File: src/rtl/izh_pkg.sv
// Shared constants and FSM encoding for the Izhikevich core scheduler slice.
// Resting values are whole numbers and are scaled into fixed point where they are used.
package izh_pkg;

    localparam int V_WIDTH_DEF  = 20;
    localparam int FR_WIDTH_DEF = 11;
    localparam int V_RESET      = -65;
    localparam int W_RESET      = -12;

    typedef enum logic [2:0] {
        ST_IDLE  = 3'd0,
        ST_FETCH = 3'd1,
        ST_EXEC  = 3'd2,
        ST_SPIKE = 3'd3,
        ST_DONE  = 3'd4
    } sched_state_t;

    function automatic int to_fixed(input int whole, input int fr);
        return whole * (1 << fr);
    endfunction

endpackage

File: src/rtl/izh_state_regfile.sv
// Per-neuron v/w state: one write port plus two combinational read ports (datapath, debug).
// Async reset loads the resting values; a write lands at the edge and reads see it the next cycle.
module izh_state_regfile
    import izh_pkg::*;
#(
    parameter  int N_NEURONS = 16,
    parameter  int V_WIDTH   = V_WIDTH_DEF,
    parameter  int FR_WIDTH  = FR_WIDTH_DEF,
    localparam int IDX_W     = $clog2(N_NEURONS)
) (
    input  logic                      clk,
    input  logic                      reset,
    input  logic                      i_we,
    input  logic [IDX_W-1:0]          i_wr_idx,
    input  logic signed [V_WIDTH-1:0] i_wr_v,
    input  logic signed [V_WIDTH-1:0] i_wr_w,
    input  logic [IDX_W-1:0]          i_rd_idx,
    input  logic [IDX_W-1:0]          i_dbg_idx,
    output logic signed [V_WIDTH-1:0] o_rd_v,
    output logic signed [V_WIDTH-1:0] o_rd_w,
    output logic signed [V_WIDTH-1:0] o_dbg_v
);

    localparam logic signed [V_WIDTH-1:0] V_INIT = V_WIDTH'(to_fixed(V_RESET, FR_WIDTH));
    localparam logic signed [V_WIDTH-1:0] W_INIT = V_WIDTH'(to_fixed(W_RESET, FR_WIDTH));

    logic signed [V_WIDTH-1:0] r_v [N_NEURONS];
    logic signed [V_WIDTH-1:0] r_w [N_NEURONS];

    always_ff @(posedge clk or posedge reset) begin
        if (reset) begin
            for (int i = 0; i < N_NEURONS; i++) begin
                r_v[i] <= V_INIT;
                r_w[i] <= W_INIT;
            end
        end else if (i_we) begin
            r_v[i_wr_idx] <= i_wr_v;
            r_w[i_wr_idx] <= i_wr_w;
        end
    end

    assign o_rd_v  = r_v[i_rd_idx];
    assign o_rd_w  = r_w[i_rd_idx];
    assign o_dbg_v = r_v[i_dbg_idx];

endmodule

File: src/rtl/izh_core_scheduler.sv
// Sweeps one shared Izhikevich integrator over all neurons per tick: FETCH/EXEC per neuron, 2N+1 cycles
// from tick_start to tick_done; each spike adds one cycle and stalls until spk_ready accepts it.
module izh_core_scheduler
    import izh_pkg::*;
#(
    parameter  int N_NEURONS = 16,
    parameter  int V_WIDTH   = V_WIDTH_DEF,
    parameter  int FR_WIDTH  = FR_WIDTH_DEF,
    localparam int IDX_W     = $clog2(N_NEURONS)
) (
    input  logic                      clk,
    input  logic                      reset,
    input  logic                      tick_start,
    output logic                      busy,
    output logic                      tick_done,
    output logic [IDX_W-1:0]          syn_addr,
    input  logic signed [V_WIDTH-1:0] syn_data,
    output logic signed [V_WIDTH-1:0] dp_I,
    output logic signed [V_WIDTH-1:0] dp_v_old,
    output logic signed [V_WIDTH-1:0] dp_w_old,
    input  logic signed [V_WIDTH-1:0] dp_v_new,
    input  logic signed [V_WIDTH-1:0] dp_w_new,
    input  logic                      dp_fire,
    output logic                      spk_valid,
    output logic [IDX_W-1:0]          spk_id,
    input  logic                      spk_ready,
    output logic [IDX_W:0]            spike_count,
    input  logic [IDX_W-1:0]          dbg_sel,
    output logic signed [V_WIDTH-1:0] dbg_v
);

    localparam logic [IDX_W-1:0] LAST_IDX = IDX_W'(N_NEURONS - 1);
    localparam logic [IDX_W:0]   CNT_MAX  = (IDX_W + 1)'(N_NEURONS);

    sched_state_t     r_state;
    logic [IDX_W-1:0] r_idx;
    logic             r_busy;
    logic             r_tick_done;
    logic             r_spk_valid;
    logic [IDX_W-1:0] r_spk_id;
    logic [IDX_W:0]   r_spike_count;

    logic                      w_exec;
    logic                      w_advance;
    logic signed [V_WIDTH-1:0] w_rd_v;
    logic signed [V_WIDTH-1:0] w_rd_w;

    assign w_exec    = (r_state == ST_EXEC);
    // A non-firing EXEC and an accepted spike both move on to the next neuron.
    assign w_advance = (w_exec && !dp_fire) || ((r_state == ST_SPIKE) && spk_ready);

    izh_state_regfile #(
        .N_NEURONS (N_NEURONS),
        .V_WIDTH   (V_WIDTH),
        .FR_WIDTH  (FR_WIDTH)
    ) u_state (
        .clk       (clk),
        .reset     (reset),
        .i_we      (w_exec),
        .i_wr_idx  (r_idx),
        .i_wr_v    (dp_v_new),
        .i_wr_w    (dp_w_new),
        .i_rd_idx  (r_idx),
        .i_dbg_idx (dbg_sel),
        .o_rd_v    (w_rd_v),
        .o_rd_w    (w_rd_w),
        .o_dbg_v   (dbg_v)
    );

    always_ff @(posedge clk or posedge reset) begin
        if (reset) begin
            r_state       <= ST_IDLE;
            r_idx         <= '0;
            r_busy        <= 1'b0;
            r_tick_done   <= 1'b0;
            r_spk_valid   <= 1'b0;
            r_spk_id      <= '0;
            r_spike_count <= '0;
        end else begin
            r_tick_done <= 1'b0;
            case (r_state)
                ST_IDLE: begin
                    if (tick_start) begin
                        r_state       <= ST_FETCH;
                        r_idx         <= '0;
                        r_spike_count <= '0;
                        r_busy        <= 1'b1;
                    end
                end
                ST_FETCH: r_state <= ST_EXEC;
                ST_EXEC: begin
                    if (dp_fire) begin
                        r_state     <= ST_SPIKE;
                        r_spk_valid <= 1'b1;
                        r_spk_id    <= r_idx;
                        if (r_spike_count != CNT_MAX) begin
                            r_spike_count <= r_spike_count + 1'b1;
                        end
                    end
                end
                ST_SPIKE: begin
                    if (spk_ready) begin
                        r_spk_valid <= 1'b0;
                    end
                end
                ST_DONE: begin
                    r_state <= ST_IDLE;
                    r_busy  <= 1'b0;
                end
                default: r_state <= ST_IDLE;
            endcase
            if (w_advance) begin
                if (r_idx == LAST_IDX) begin
                    r_state     <= ST_DONE;
                    r_tick_done <= 1'b1;
                end else begin
                    r_idx   <= r_idx + 1'b1;
                    r_state <= ST_FETCH;
                end
            end
        end
    end

    // syn_addr is stable through FETCH and EXEC, so both sync- and async-read stores work.
    assign syn_addr    = r_idx;
    assign busy        = r_busy;
    assign tick_done   = r_tick_done;
    assign spk_valid   = r_spk_valid;
    assign spk_id      = r_spk_id;
    assign spike_count = r_spike_count;
    assign dp_I        = w_exec ? syn_data : '0;
    assign dp_v_old    = w_rd_v;
    assign dp_w_old    = w_rd_w;

endmodule

File: config.mk
export PLATFORM = sky130hd
export DESIGN_NAME = izh_core_scheduler
export DESIGN_NICKNAME = d
export VERILOG_FILES = /design/src/rtl/izh_pkg.sv /design/src/rtl/izh_state_regfile.sv /design/src/rtl/izh_core_scheduler.sv
export SDC_FILE = /design/constraint.sdc
export NUM_CORES = 1
export LEC_CHECK = 0
export CAP_MARGIN = 10
export CORE_MARGIN = 2
export CORE_UTILIZATION = 50
export CTS_CLUSTER_DIAMETER = 100
export CTS_CLUSTER_SIZE = 30
export DETAILED_ROUTE_END_ITERATION = 10
export PLACE_DENSITY = 0.75
export SETUP_SLACK_MARGIN = 0.15
export SLEW_MARGIN = 20
export SYNTH_ARGS = -nofsm -noshare
export SYNTH_HDL_FRONTEND = slang
export SYNTH_HIERARCHICAL = 1
export SYNTH_SLANG_ARGS = --single-unit
File: constraint.sdc
create_clock -name clk -period 23.6 [get_ports clk]
set_input_delay 4.72 -clock clk [delete_from_list [all_inputs] [get_ports clk]]
set_output_delay 4.72 -clock clk [all_outputs]
set_load 0.005 [all_outputs]
==> metrics.md <==
| Metric | Value |
|---|---|
| Clock latency on the worst-skew pair | `0.61 ns` |
| Instance area at placement | `roughly 0.035 mm^2` |
| Global route overflow | `0` |
| YS warnings | `6` |
| Die footprint | `0.06672 mm^2` |
| Pre-CTS setup slack | `11.17 ns` |
| Initial DRC count | `1,697` |
| Skew final | `about 0.014 ns` |
| Post-CTS Setup Inserts | `0` |
| Leak Pwr | `approximately 15 nW` |
| Starting Density | `50.34%` |
| Wire per inst | `27.11 um` |
| FFs w/ async S/R, synth | `100.0%` |
| Commonest non-fill, non-tap cell in the layout | `mux2_2` |
| # setup viols final | `0` |
| Largest net degree at the start of global routing | `between 200 and 250` |
| Detail Placement HPWL | `43,580 um` |
| CTS tree | `built` |
| Worst Path Max Fanout | `43` |
| Core area | `0.06423 mm^2` |
| Hold path start | `u_state/r_w[191]` |
| Final ANT Viol Nets | `0` |
| CP Capture Type | `output pin` |
| Met3 wire length | `4340 um` |
| Clock sink total | `659` |
| Resized Gates After CTS | `0` |
| Req. time, crit path | `18.88 ns` |
| Via count | `18,760` |
| Pwr Density | `123.3 mW/mm^2` |
| Ys flop type | `dfrtp_1` |
| Clk pin slew, worst setup/hold paths | `0.11 ns` |
| Top-area cell type share of the netlist area | `between 30% and 40%` |
| Post-layout util | `55.19%` |
| Drt pass-1 iters | `5` |
| Reg2Reg Setup Slack | `19.53 ns` |
| Chip height | `258.3 um` |
| EDFF count, synth | `0` |
| Final WS setup | `11.24 ns` |
| Metal2 WL | `40,530 um` |
| Slew Limit Fails | `0` |
| P&R area growth vs syn | `9.627%` |
| Synth unique cells | `40` |
| Worst vdd ir | `0.00008404 V` |
| Most frequent cells in the layout | `589 x mux2_2, 433 x dfrtp_1, 240 x mux4_2` |
| Hold Path Cell Cnt | `1` |
| Sequential cell area fraction in the yosys report | `51.87%` |
| First-pass GRT wire length | `123,100 um` |
| Vias in the first global route | `19,900` |
| Largest cells by area after synthesis | `dfrtp_1 34%, mux2_2 21%, dfstp_2 18%, mux4_2 17%, a22oi_1 2.8%` |
| Crit Path Category | `in2out` |
| Pwr Total | `4.371 mW` |
| CTS Hold Bufs | `0` |
| Die X | `258.3 um` |
| Most frequent CP cell | `buf_4` |
| Minimum clock period | `12.36 ns` |
| Drt total wl | `79,990 um` |
| Final Cycle Share | `52.39%` |
| Critical Path, Cell by Cell | `buf_4 -> buf_4 -> mux4_2 -> a22oi_1 -> nand2_1 -> clkdlybuf4s50_1` |
| Syn avg cell area | `approximately 16 um^2` |
| Metal-1 WL | `~33,000 um` |
| Row cnt | `between 90 and 100` |
| Slew @ Worst Pin | `~1.1 ns` |
| Setup TNS | `0 ns` |
| Worst path slowest cell | `buf_4` |
| Buffers on Ports | `between 150 and 200` |
| FF-to-FF End | `u_state/r_w[3]` |
| Synthesized Nets | `2,114` |
| Flops & latches, synth | `659` |
| Initial antenna violation count | `6` |
| Fin area | `0.03545 mm^2` |
| Layout cells sized above 1 | `56.95%` |
| Worst Hold End | `u_state/r_w[191]` |
| Num CTS Buffers | `26` |
| Clock buffer depth | `3` |
| Clk Tree Root Cell | `clkbuf_16` |
| CTS HTree Levels | `1` |
| Mapped Cells | `2,042` |
| Reg2Reg Depth | `6` |
| F_max | `80.87 MHz` |
| Total I/O pin count | `roughly 170` |
| RePlAce Congestion | `0.7721` |
| Placed Cells | `2,899` |
| Hold slack | `0.4964 ns` |
| Crit path DAT | `7.64 ns` |
| Largest area contributor in the netlist | `dfrtp_1` |
| Drt drc | `0` |
| Status | `completed` |
| RSZ-0062 raised after global routing | `no` |
| Via density | `6.359` |
| GRT Total Usage | `around 24%` |
| Non-Filler Instances | `2,950` |
| Mapped cell area | `between 0.03 and 0.04 mm^2` |
| Nets | `2,145` |
| # Max-Cap Violations | `0` |
| Hold Path Class | `reg2reg` |
| Critical R2R Launch | `syn_addr[1]` |
| Max incr delay on CP | `slightly above 0.8 ns` |
| Fin. Hold Viols | `0` |
| # fillers | `5,037` |
| DR top layer | `met5` |
| Worst Setup Start Kind | `primary input` |
| Slew headroom | `25.76%` |
[worst max-delay path: cells and delay by family]
kind | cells | cell delay (ns)
buffers and inverters | 3 | 1.91
muxes | 1 | 0.61
AOI/OAI and AO/OA | 1 | 0.19
and+or+nand+nor | 1 | 0.17
[sequential cells by signal, indices dropped and copies added, names as in the netlist]
| name | count |
|---|---|
| syn_addr | 4 |
| r_state | 3 |
| busy | 1 |
| spk_valid | 1 |
| u_state/r_v | 320 |
| spike_count | 5 |
| tick_done | 1 |
| spk_id | 4 |
| u_state/r_w | 320 |
[final cells by class]
class,instances,area (um^2),share of cell area (%)
inverters,7,38.79,0.1094
repair buffers,198,1964,5.542
multi-input cells,1181,14780,41.71
clock inverters,5,61.31,0.1730
well taps,855,1070,3.018
flip-flops and latches,659,16780,47.33
diodes,2,5.005,0.01412
clock buffers,43,745.7,2.104
[power by group]
group / total, mW / leakage (nW) / internal [mW] / switching, mW
clock network: 0.578 / 0.385 / 0.233 / 0.345
logic: 1.77 / 6.41 / 1.10 / 0.668
registers: 2.02 / 7.87 / 1.69 / 0.331
[cell usage after synthesis, types with 3 or more instances]
master      n
a21oi_1     5
a22oi_1   121
and3_1     21
buf_1      16
buf_2      84
buf_6       5
clkbuf_1   89
dfrtp_1   435
dfstp_2   224
ha_1        3
inv_1       7
mux2_1     15
mux2_2    589
mux2_4     40
mux2i_1     5
mux4_2    240
nand2_1    72
nand2b_1    5
nand3_1     8
nand3b_1    4
nor2_1     16
nor2b_1     8
nor3_1      4
o21ai_0     4
or3_1       4
[cell families after synthesis]
group,synth area share (%)
xor gates and xnor gates,0.02709
muxes,39.76
DFF,51.87
buffers and inverters,2.790
AOI/OAI and AO/OA,3.212
adders and majority gates,0.1161
and+or+nand+nor,2.225
[per-layer routing]
metal / vias to the layer above / GRT usage [%]
met5: - / 0
met4: 8 / 7.498
met3: 143 / 3.169
met2: 540 / 41.29
met1: 10240 / 32.21
li1: 7826 / -
[how the worst max path moves through the flow]
stage / to / cells past startpoint / startpoint
floorplan: u_state/r_v[0] / 1 / reset
global placement: dbg_v[19] / 6 / dbg_sel[0]
detailed placement: dbg_v[19] / 6 / dbg_sel[0]
CTS: dbg_v[19] / 6 / dbg_sel[0]
global route: dbg_v[17] / 6 / dbg_sel[0]
finish: dbg_v[19] / 6 / dbg_sel[0]
(Power assumes the default switching activity.)
